### src/rtl/banco_pkg.sv
// Shared types and default sizes for the multi-port register bank.
// Holds the clear-sequence FSM states.
package banco_pkg;

    typedef enum logic {
        OCIOSO   = 1'b0,
        LIMPANDO = 1'b1
    } estado_t;

    localparam int BITS_PALAVRA_PAD  = 16;
    localparam int END_REGISTROS_PAD = 3;

endpackage

### src/rtl/banco_registro_mp_porta_leitura.sv
// One read port: selects a register, forwarding a same-edge write
// or a same-edge clear so the registered output sees the new value.
module porta_leitura
    import banco_pkg::*;
#(
    parameter int BITS_PALAVRA  = BITS_PALAVRA_PAD,
    parameter int END_REGISTROS = END_REGISTROS_PAD,
    parameter int R0_ZERO       = 0
) (
    input  logic [END_REGISTROS-1:0]                         sel,
    input  logic [2**END_REGISTROS-1:0][BITS_PALAVRA-1:0]    registros,
    input  logic                                             escrita,
    input  logic [END_REGISTROS-1:0]                         sel_e,
    input  logic [BITS_PALAVRA-1:0]                          e,
    input  logic                                             limpando,
    input  logic [END_REGISTROS-1:0]                         contador,
    output logic [BITS_PALAVRA-1:0]                          dado
);

    // Priority: hardwired zero, clear bypass, write bypass, storage.
    always_comb begin
        dado = registros[sel];
        if (R0_ZERO != 0 && sel == '0) begin
            dado = '0;
        end else if (limpando && sel == contador) begin
            dado = '0;
        end else if (escrita && sel == sel_e) begin
            dado = e;
        end
    end

endmodule

### src/rtl/banco_registro_mp.sv
// Register bank with one write port, two registered read ports and
// a sequential clear that zeroes one register per cycle.
module banco_registro_mp
    import banco_pkg::*;
#(
    parameter int BITS_PALAVRA  = BITS_PALAVRA_PAD,
    parameter int END_REGISTROS = END_REGISTROS_PAD,
    parameter int R0_ZERO       = 0
) (
    input  logic                     clock,
    input  logic                     reset_n,
    input  logic                     hab_escrita,
    input  logic [END_REGISTROS-1:0] sel_e,
    input  logic [BITS_PALAVRA-1:0]  e,
    input  logic [END_REGISTROS-1:0] sel_a,
    input  logic [END_REGISTROS-1:0] sel_b,
    output logic [BITS_PALAVRA-1:0]  a,
    output logic [BITS_PALAVRA-1:0]  b,
    input  logic                     limpar,
    output logic                     ocupado
);

    localparam int NUM_REGISTROS = 2**END_REGISTROS;
    localparam logic [END_REGISTROS-1:0] ULTIMO =
        END_REGISTROS'(NUM_REGISTROS - 1);

    logic [NUM_REGISTROS-1:0][BITS_PALAVRA-1:0] registros;
    estado_t                  estado;
    estado_t                  proximo;
    logic [END_REGISTROS-1:0] contador;
    logic                     limpando;
    logic                     escrita;
    logic [BITS_PALAVRA-1:0]  dado_a;
    logic [BITS_PALAVRA-1:0]  dado_b;

    assign limpando = (estado == LIMPANDO);

    // A write needs an idle bank and no competing clear request;
    // writes to a hardwired-zero r0 are discarded here.
    assign escrita = hab_escrita && (estado == OCIOSO) && !limpar
                     && !(R0_ZERO != 0 && sel_e == '0);

    // Next-state: start on limpar, finish after the last index.
    always_comb begin
        proximo = estado;
        unique case (estado)
            OCIOSO:   if (limpar) proximo = LIMPANDO;
            LIMPANDO: if (contador == ULTIMO) proximo = OCIOSO;
            default:  proximo = OCIOSO;
        endcase
    end

    // FSM state, busy flag and clear index.
    always_ff @(posedge clock or negedge reset_n) begin
        if (!reset_n) begin
            estado   <= OCIOSO;
            ocupado  <= 1'b0;
            contador <= '0;
        end else begin
            estado  <= proximo;
            ocupado <= (proximo == LIMPANDO);
            if (limpando) begin
                contador <= (contador == ULTIMO) ? '0 : contador + 1'b1;
            end
        end
    end

    // Storage: clear has priority; writes only when idle.
    always_ff @(posedge clock or negedge reset_n) begin
        if (!reset_n) begin
            registros <= '0;
        end else if (limpando) begin
            registros[contador] <= '0;
        end else if (escrita) begin
            registros[sel_e] <= e;
        end
    end

    porta_leitura #(
        .BITS_PALAVRA  (BITS_PALAVRA),
        .END_REGISTROS (END_REGISTROS),
        .R0_ZERO       (R0_ZERO)
    ) u_porta_a (
        .sel       (sel_a),
        .registros (registros),
        .escrita   (escrita),
        .sel_e     (sel_e),
        .e         (e),
        .limpando  (limpando),
        .contador  (contador),
        .dado      (dado_a)
    );

    porta_leitura #(
        .BITS_PALAVRA  (BITS_PALAVRA),
        .END_REGISTROS (END_REGISTROS),
        .R0_ZERO       (R0_ZERO)
    ) u_porta_b (
        .sel       (sel_b),
        .registros (registros),
        .escrita   (escrita),
        .sel_e     (sel_e),
        .e         (e),
        .limpando  (limpando),
        .contador  (contador),
        .dado      (dado_b)
    );

    // Registered read outputs, refreshed every cycle.
    always_ff @(posedge clock or negedge reset_n) begin
        if (!reset_n) begin
            a <= '0;
            b <= '0;
        end else begin
            a <= dado_a;
            b <= dado_b;
        end
    end

endmodule

### config.mk
export PLATFORM = sky130hd
export DESIGN_NAME = banco_registro_mp
export DESIGN_NICKNAME = d
export VERILOG_FILES = /design/src/rtl/banco_pkg.sv /design/src/rtl/banco_registro_mp_porta_leitura.sv /design/src/rtl/banco_registro_mp.sv
export SDC_FILE = /design/constraint.sdc
export NUM_CORES = 1
export LEC_CHECK = 0
export CAP_MARGIN = 20
export CELL_PAD_IN_SITES_DETAIL_PLACEMENT = 0
export CELL_PAD_IN_SITES_GLOBAL_PLACEMENT = 1
export CORE_MARGIN = 1
export CORE_UTILIZATION = 35
export CTS_CLUSTER_DIAMETER = 120
export DETAILED_ROUTE_END_ITERATION = 16
export HOLD_SLACK_MARGIN = 0.15
export PLACE_DENSITY = 0.66
export SLEW_MARGIN = 15
export SYNTH_ARGS = -nofsm -noshare
export SYNTH_HDL_FRONTEND = slang
export SYNTH_SLANG_ARGS = --single-unit
### constraint.sdc
create_clock -name clock -period 5.3 [get_ports clock]
set_clock_uncertainty 0.05 [all_clocks]
set_input_delay 0.795 -clock clock [delete_from_list [all_inputs] [get_ports clock]]
set_output_delay 0.795 -clock clock [all_outputs]
set_load 0.005 [all_outputs]
==> results_dict.tcl <==
set metrics [dict create \
    avgSynthCellArea_um2 12.9 \
    fp.coreArea_um2 22900 \
    timing.slew.headroom_pct 21.9 \
    drt_wl_total_mm 25.4 \
    drive_gt1_share_pct 16.0 \
    numCtsBuffers 17 \
    synth_edf_count 0 \
    cts-resized-gates 0 \
    power.share.switching_pct 32.4 \
    dp_slack_ns 1.57 \
    p_int_mw 2.64 \
    cp-end-kind "register" \
    grt_usage_pct 22.0 \
    firstDrtPassIters 5 \
    syn_area_um2 8280 \
    seqPwrFrac_pct 42.4 \
    slew_viol_final 0 \
    fmax_ghz 0.301 \
    grt_max_degree 85 \
    mostFrequentLayoutCell "dfrtp_1" \
    synth.area.top_cells "dfrtp_1, a22o_1, mux4_2, mux2i_1, a211oi_1" \
    p_comb_share_pct 24.1 \
    final_cell_mix "dfrtp_1, a22o_1, mux2i_1" \
    wl_per_cell_um 25.7 \
    first_iter_violations 563 \
    startpoint_type "primary input" \
    finalSetupViolations 0 \
    gp_congestion 0.867 \
    grt-ovfl-total 0 \
    synth_top_area_share_pct 49.6 \
    final_cell_count_no_fill 989 \
    crit_type "in -> reg" \
    io_pins 62 \
    post_cts_buffers 0 \
    p_leak_nw 4.16 \
    dp_hpwl_mm 16.2 \
    fin_crit_ns 3.32 \
    diodes 0 \
    synthFlopType "dfrtp_1" \
    path_max_fanout 17 \
    max-vdd-ir-drop_v 0.000194 \
    nets 694 \
    grt_pass1_wl_mm 39.5 \
    ys_types 39 \
    synth_cells 644 \
    setup_ws_ns 1.98 \
    fp.dieW_um 156 \
    async_flop_share_pct 100 \
    clock-root-buffer "clkbuf_16" \
    start_util_pct 36.1 \
    syn2layout_area_growth_pct 16.1 \
    cts_hold_buffers 0 \
    period_share_pct 62.7 \
    cts.reportedPaths.clkPinSlew_ns 0.07 \
    status "complete, no violations" \
    die_h_um 156 \
    rsz0062_at_grt "false" \
    cts_max_level 4 \
    antenna_found_initial 0 \
    yosys_warnings 0 \
    clk_latency_ns 0.43 \
    fin_tns_setup_ns 0 \
    dieArea_um2 24300 \
    clock_sinks 164 \
    via_per_inst 6.12 \
    post-route-util_pct 42.0 \
    vias 6048 \
    p_clk_share_pct 33.5 \
    worstPathRequired_ns 5.56 \
    switching_power_mw 1.26 \
    dp_cells 955 \
    cts_tree "yes" \
    ys_seq_area_share_pct 49.6 \
    drv_cap 0 \
    synth_seq_cells 164 \
    syn_nets 675 \
    p_per_area_nw_per_um2 406 \
    worstMarginPinSlew_ns 1.17 \
    first_global_vias 6291 \
    cts_buffer_depth 2 \
    port_buffers 61 \
    rows 55 \
    drc 0 \
    ant_nets 0 \
    hold_path.class "in -> async" \
    hold_viol 0 \
    synth_top_area_cell "dfrtp_1" \
    critPathArrivalTime_ns 3.58 \
]
## path summary, 6_finish.rpt
kind,slack (ns),startpoint,cells past startpoint,end
max reg2reg,2.45,estado,4,registros[48]
min,0.38,reset_n,1,registros[24]
min in group clock,0.47,registros[78],1,registros[78]
min reg2reg,0.47,registros[78],1,registros[78]
max in group asynchronous,3.67,reset_n,2,registros[127]
max,1.98,sel_e[1],5,registros[48]
## metal layers
layer / part of all wire [%] / GRT usage [%] / vias up / routed length [µm]
li1: - / - / 2559 / -
met1: 45 / 31.0 / 3251 / 11500
met2: 47 / 33.6 / 208 / 12000
met3: 5.2 / 4.19 / 30 / 1330
met4: 2.2 / 8.22 / 0 / 563
met5: 0 / 0 / - / 0
## worst max-delay path, cell delays in order
cell and delay, ns:
clkdlybuf4s50_1 0.85, nand4bb_1 0.31, nor2_2 0.83, a31oi_2 0.42, a22o_1 0.37
## synth_stat cells (all sizes together), types with 2 or more instances
master and count:
dfrtp 164, a22o 128, mux2i 62, buf 60
nor2 38, nor3 35, mux4 34, a211oi 32
o22ai 30, clkbuf 13, xnor2 8, a21oi 4
a31oi 4, nand2b 4, xor2 4, mux2 3
nor2b 3, and4 2, ha 2, nand2 2
nand4 2, nor4 2, or2 2
## layout make-up
type                    instances  area (µm²)
multi-input cells             407        3800
fillers                      2087       13300
clock buffers                  17         425
flip-flops and latches        164        4100
well taps                     313         392
repair buffers                 73         703
clock inverters                15         191
## cell families after synthesis
family / Yosys count / synth area share, %
flops: 164 / 49.6
mux: 99 / 17.1
buf+inv: 73 / 4.62
simple gates: 95 / 7.12
xor+xnor: 12 / 1.27
fa+ha+maj: 2 / 0.302
compound gates: 199 / 20.0
## through the flow
stage | hold WS, ns | total power, mW | instance area, µm²
2_1_floorplan | 0.427 | 2.23 | 8280
5_1_grt | 0.446 | 4.07 | 9620
3_3_place_gp | 0.444 | 2.55 | 8970
3_5_place_dp | 0.448 | 2.59 | 8970
6_report | 0.381 | 3.90 | 9620
4_1_cts | 0.405 | 3.90 | 9590
## registers in the layout, summed over array words and instances (netlist names)
signal and cells:
registros 128, a 16, b 16, estado 1, contador 3
## power groups by stage
stage / registers, mW / logic (mW) / clock network (mW)
after detailed placement: 1.67 / 0.925 / 0
after global placement: 1.66 / 0.894 / 0
after CTS: 1.65 / 0.930 / 1.32
after global routing: 1.68 / 1.01 / 1.38
after floorplan: 1.57 / 0.660 / 0
final: 1.65 / 0.942 / 1.31
No activity file was read; power rests on OpenSTA's default activity.
